<file path="src/rtl/int_arbiter.sv">
// int_arbiter: edge-triggered, masked, fixed-priority interrupt controller that
// feeds a single 1-bit interrupt line. It is non-nesting: only one interrupt can
// be in service at a time, and service ends when the handler's RET is accepted.
module int_arbiter #(
  parameter int          N_SRC     = 4,
  parameter int          ID_W      = 2,
  parameter int          GUARD_CYC = 2,
  parameter logic [5:0]  RET_OP    = 6'h10
) (
  input  logic             clk,
  input  logic             reset,
  input  logic [N_SRC-1:0] irq_in,
  input  logic             mask_we,
  input  logic [N_SRC-1:0] mask_wdata,
  input  logic             int_en,
  input  logic [5:0]       op,
  input  logic             pc_mux_sel,
  output logic             interrupt,
  output logic [ID_W-1:0]  int_id,
  output logic             in_service,
  output logic [N_SRC-1:0] pending,
  output logic [N_SRC-1:0] mask
);

  localparam int GW = (GUARD_CYC < 1) ? 1 : $clog2(GUARD_CYC + 1);

  typedef enum logic [1:0] {IDLE, FIRE, GUARD, SERVICE} state_t;

  state_t           state_q;
  logic [GW-1:0]    cnt_q;
  logic [N_SRC-1:0] irq_prev_q;
  logic [N_SRC-1:0] pending_q, pending_d;
  logic [N_SRC-1:0] mask_q;
  logic             interrupt_q;
  logic [ID_W-1:0]  int_id_q;
  logic             in_service_q;

  logic [N_SRC-1:0] rise, elig, win_oh;
  logic [ID_W-1:0]  winner;
  logic             fire;

  // Edge detect, eligibility, and lowest-index winner. Set beats clear on pending,
  // so a new edge on the winner in its take cycle stays pending.
  always_comb begin
    rise   = irq_in & ~irq_prev_q;
    elig   = pending_q & ~mask_q;
    win_oh = elig & (~elig + N_SRC'(1));
    winner = '0;
    for (int i = 0; i < N_SRC; i++)
      if (win_oh[i]) winner = ID_W'(i);
    // A redirect this cycle blocks firing so the saved return address is real.
    fire      = (state_q == IDLE) && (|elig) && int_en && !pc_mux_sel;
    pending_d = (pending_q & ~(fire ? win_oh : '0)) | rise;
  end

  // Status registers: request history, pending latch, mask.
  always_ff @(posedge clk) begin
    if (reset) begin
      irq_prev_q <= '0;
      pending_q  <= '0;
      mask_q     <= '1;
    end else begin
      irq_prev_q <= irq_in;
      pending_q  <= pending_d;
      if (mask_we) mask_q <= mask_wdata;
    end
  end

  // Service FSM with registered outputs; GUARD ignores op while the vector fetch refills.
  always_ff @(posedge clk) begin
    if (reset) begin
      state_q      <= IDLE;
      cnt_q        <= '0;
      interrupt_q  <= 1'b0;
      int_id_q     <= '0;
      in_service_q <= 1'b0;
    end else begin
      case (state_q)
        IDLE: begin
          interrupt_q <= 1'b0;
          if (fire) begin
            state_q      <= FIRE;
            interrupt_q  <= 1'b1;
            int_id_q     <= winner;
            in_service_q <= 1'b1;
          end
        end
        FIRE: begin
          interrupt_q <= 1'b0;
          cnt_q       <= GW'(GUARD_CYC);
          state_q     <= GUARD;
        end
        GUARD: begin
          if (cnt_q == '0) state_q <= SERVICE;
          else             cnt_q   <= cnt_q - GW'(1);
        end
        SERVICE: begin
          if (op == RET_OP) begin
            state_q      <= IDLE;
            in_service_q <= 1'b0;
          end
        end
        default: state_q <= IDLE;
      endcase
    end
  end

  assign interrupt  = interrupt_q;
  assign int_id     = int_id_q;
  assign in_service = in_service_q;
  assign pending    = pending_q;
  assign mask       = mask_q;

endmodule

</file>
<file path="config.mk">
export PLATFORM = sky130hd
export DESIGN_NAME = int_arbiter
export DESIGN_NICKNAME = d
export VERILOG_FILES = /design/src/rtl/int_arbiter.sv
export SDC_FILE = /design/constraint.sdc
export NUM_CORES = 1
export LEC_CHECK = 0
export BUFFER_PORTS_ARGS = -buffer_cell sky130_fd_sc_hd__buf_4
export CORE_MARGIN = 2
export CORE_UTILIZATION = 25
export CTS_CLUSTER_DIAMETER = 120
export DETAILED_ROUTE_END_ITERATION = 16
export PLACE_DENSITY = 0.53
export SKIP_CTS_REPAIR_TIMING = 1
export SYNTH_ARGS = -nofsm -noshare
export SYNTH_HDL_FRONTEND = slang
export SYNTH_SLANG_ARGS = --single-unit
</file>
<file path="constraint.sdc">
create_clock -name clk -period 4 [get_ports clk]
set_input_delay 0.6 -clock clk [delete_from_list [all_inputs] [get_ports clk]]
set_output_delay 0.6 -clock clk [all_outputs]
set_load 0.01 [all_outputs]
</file>
* Yosys cells after proc, flatten, opt, wreduce, memory -nomap -nowiden *
Index checks and enable logic that the tools add are counted.

word-level totals
  memories = 0
  bits in writable memories = 0
  output and inout port bits = 12
  bits in latches = 0
  input port bits = 19
  bits in registers = 20
  memory bits (read-only) = 0

cells by class
  muxes and demuxes = 15
  bitwise gates (word level) = 9
  equality and inequality tests = 8
  $lt $le $gt $ge = 0
  shift operators = 0
  $mul = 0
  add/subtract/negate cells = 2
  reductions and logical operators = 14
  divide/modulo/power cells = 0

operators with widths
  kind                 number
  $and 4x4->4          4
  $not 4->4            4
  $mux 2               6
  $ne 2x2->1 const B   4
  $pmux 2 s4           1
  $eq 6x5->1 const B   1
  $reduce_and 3->1     2
  $reduce_bool 2->1    3
  $add 4x1->4 const B  1
  $eq 2x2->1 const B   2
  $logic_not 2->1      2
  $mux 1               4
  $mux 4               1
  $or 4x4->4           1
  $pmux 1 s2           2
  $pmux 2 s2           1
  $reduce_and 2->1     2
  $reduce_or 4->1      1
  $logic_and 1x1->1    3
  $eq 2x1->1 const B   1
  $sub 2x1->2 const B  1
  $logic_not 1->1      1

* Longest topological paths before layout *
  word-level depth = 10
  gate-level depth with buffers = 7
  gate-level depth less buffers = 6

* Least setup slack after synthesis *
OpenSTA, ideal clock, no wires.

  path kind = in2reg
  start point = in pc_mux_sel
  end point = reg state_q[0]
  library setup time = 72 ps
  slack = 2384 ps
  path buffers = 1
  data arrival time = 1544 ps
  stages on the path = 5
  required time = 3928 ps
  path through = and3b_1 > buf_6 > o41ai_4 > a221oi_2 > mux2i_1

on the way
  word-level cells in the longest chain between the ends = 4

RTL lines
  element                     line  RTL
  start: declaration          17    input logic pc_mux_sel,
  $logic_not 1->1             52    fire = (state_q == IDLE) && (|elig) && int_en && !pc_mux_sel;
  $logic_and 1x1->1           52
  $ne 2x2->1 (no line)        -
  $reduce_and 3->1 (no line)  -
  end signal: assignment      72    state_q <= IDLE;
  end signal: assignment      82    state_q <= FIRE;
  end signal: assignment      91    state_q <= GUARD;
  end: declaration            29    state_t state_q;

Every way passes these cells.
A chain may end at the register's enable or synchronous reset.

* Worst setup path in the final report *
  start point = reg state_q[1]
  end point = reg state_q[1]

on the way
  word-level cells in the longest chain between the ends = 6
  elaborated cells on any way between the ends = 12

RTL lines
  element                         line
  $logic_not 2->1                 52, 78
  $logic_and 1x1->1 (3 in a row)  52
  $ne 2x2->1 (no line)            -
  $reduce_and 3->1 (no line)      -

Several ways; a longest one is shown, not always the timed one.

==> results.cfg <==
[placed_design]
placed_area_mm2 = 0.00122
detailedPlace.worstSlack_ns = 2.05
gp_congestion = 0.768
place_hpwl_um = 1590
io_buffers = 30

[cts]
cts_tree = built
clockRootBuffer = clkbuf_8
clock_latency_ns = 0.26
clock_tree.htree_level_count = 1
clockBufferDepth = 2
cts_sinks = 20
cts_made_buffers = 3
clk_pin_slew_ns = 0.07

[final_layout]
area_growth_pct = 33.6
layout.nets = 155
final_layout_size_suffix_gt1_share_pct = 30.2
diodes = 0
design_area_mm2 = 0.00128

[global_routing]
grt_use_total_pct = 10.5
grt_pass1_vias = 776
grt_max_degree = 23
grt_antenna_before_repair = 0
grt_overflow = 0
grt_pass1_wl_um = 3400

[setup_path]
cpMaxStageDelayCell = a221oi_2
cp.arrival_ns = 2.07
startpoint_type = flip-flop
critical_path.max_fanout = 6
r2r_slack_ns = 2.11
worstRegToRegCells = 6
r2r-end = state_q[1]
critPathMaxStageDelay_ns = 0.38
crit_required_ns = 4.19
crit_type = flip-flop to flip-flop
worstReg2RegStart = state_q[1]
crit_chain = inv_1 -> ha_1 -> and3b_1 -> o41ai_4 -> a221oi_2 -> mux2i_1
cp-end-kind = flip-flop

[drt]
drtIter0Drc = 15
drc = 0
drt-total-wl_um = 1990
antenna_left = 0
drtPass1Iterations = 4
wl_per_cell_um = 11.2
via_per_inst = 4.42
vias = 782

[floorplanning]
io-pin-count = 31
rows = 22
core_mm2 = 0.00366
start_util_pct = 26.2
fp.dieH_um = 65.9
die_area_mm2 = 0.00434
die_x_um = 65.9

[yosys]
synth_nets = 123
synth_flop_cell = dfxtp_1
yosysWarnings = 0
postSynthCellCount = 98
synth.distinct_cells = 29
synth-async-reset-ratio_pct = 0
seq_area_frac_synth_pct = 41.8
synth.area.top_cells = dfxtp_1, nor2b_1, ha_1, nand2b_1, a211o_1
yosysTopAreaCellShare_pct = 41.8
synth_area_um2 = 958
yosysTopAreaCell = dfxtp_1
avgSynthCellArea_um2 = 9.78
yosysMostFrequentCell = dfxtp_1
synthTopCellsByCount = dfxtp_1, nor2b_1, nand2b_1
ys_ff_latch = 20
synth-edff-count = 0

[sta]
worstMarginPinSlew_ns = 0.379
finalHoldViolations = 0
drv_slew = 0
period_needed_ns = 1.89
fin_ws_ns = 2.11
timing.final.crit_share_pct = 47.1
worst_clock_skew_ns = 0.00520
rsz0062_at_grt = no
fin_hold_ws_ns = 0.472
fmax_mhz = 530
slew_headroom_pct = 74.7
finalSetupViolCount = 0
final.setup.tns_ns = 0

[power_and_ir_drop]
power_mw = 0.518
vdd_drop_max_mv = 0.193
power.density_mw_per_mm2 = 404
power.leakage_nw = 0.520

[run]
drv_cap = 0

[worst_hold_path]
holdPathEnd = int_id[1]
hold_start = int_id[1]
holdPathStages = 2
min_path_type = flip-flop to flip-flop

[status]
outcome = finished, final reports clean
-- sequential cells by signal, summed over array words and instances (netlist names) --
register    flops
irq_prev_q      4
mask            4
pending         4
cnt_q           2
int_id          2
state_q         2
in_service      1
interrupt       1
-- how the worst max path moves through the flow --
stage,startpoint,to,slack [ns],cells after the start
after floorplan,pc_mux_sel,state_q[0],2.38,5
after detailed placement,pc_mux_sel,state_q[1],2.05,5
final,state_q[1],state_q[1],2.11,6
after global routing,state_q[0],state_q[1],1.94,6
after global placement,pc_mux_sel,state_q[1],2.13,5
after CTS,state_q[1],state_q[1],2.08,6
-- layout make-up --
type | count | area (µm²)
multi-input combinational | 67 | 509
fill | 394 | 2380
inverter | 8 | 30.0
tap | 48 | 60.1
sequential | 20 | 400
timing repair buffer | 30 | 225
clock buffer | 4 | 55.1
-- cell families after synthesis --
logic type	count (synthesis)	synth area share, %
buffers and inverters	11	5.09
multiplexers	2	2.09
adder cells (fa/ha/maj)	6	7.83
flip-flops	20	41.8
AND/OR/NAND/NOR	36	23.1
AO/OA/AOI/OAI	23	20.1
-- cells in the final DEF, fill, tap and decap left out, types with 2 or more instances in the layout --
cell / netlist / routed
a211o_1: 4 / 4
a211oi_1: 4 / 4
a21oi_1: 5 / 5
buf_4: 0 / 30
clkbuf_8: 0 / 4
dfxtp_1: 20 / 20
ha_1: 6 / 6
inv_1: 8 / 8
mux2i_1: 2 / 2
nand2_1: 2 / 2
nand2b_1: 9 / 9
nor2_1: 4 / 4
nor2b_1: 13 / 13
o21ai_0: 3 / 3
-- metrics by stage --
stage	utilization [%]	instances
3_3_place_gp	33.5	173
3_5_place_dp	33.5	173
5_1_grt	35.0	177
6_report	35.0	177
2_1_floorplan	-	98
4_1_cts	35.0	177
-- per-layer routing --
layer  global-route usage [%]  routed length (µm)
met5                        0                   0
met2                     17.4                 981
met1                     12.3                 882
met4                     4.69                  42
met3                     3.07                  82
-- power breakdown --
part           internal [mW]  total [mW]  switching [mW]
registers              0.219       0.235          0.0153
logic                 0.0667       0.130          0.0629
clock network         0.0876       0.153          0.0657
-- critical path, delay by kind of cell, from the launching register on --
| kind | cells | cell delay, ns |
|---|---|---|
| AND/OR/NAND/NOR | 1 | 0.36 |
| AO/OA/AOI/OAI | 2 | 0.55 |
| flip-flops | 1 | 0.35 |
| adder cells (fa/ha/maj) | 1 | 0.23 |
| multiplexers | 1 | 0.22 |
| buffers and inverters | 1 | 0.11 |
(Power assumes the default switching activity.)
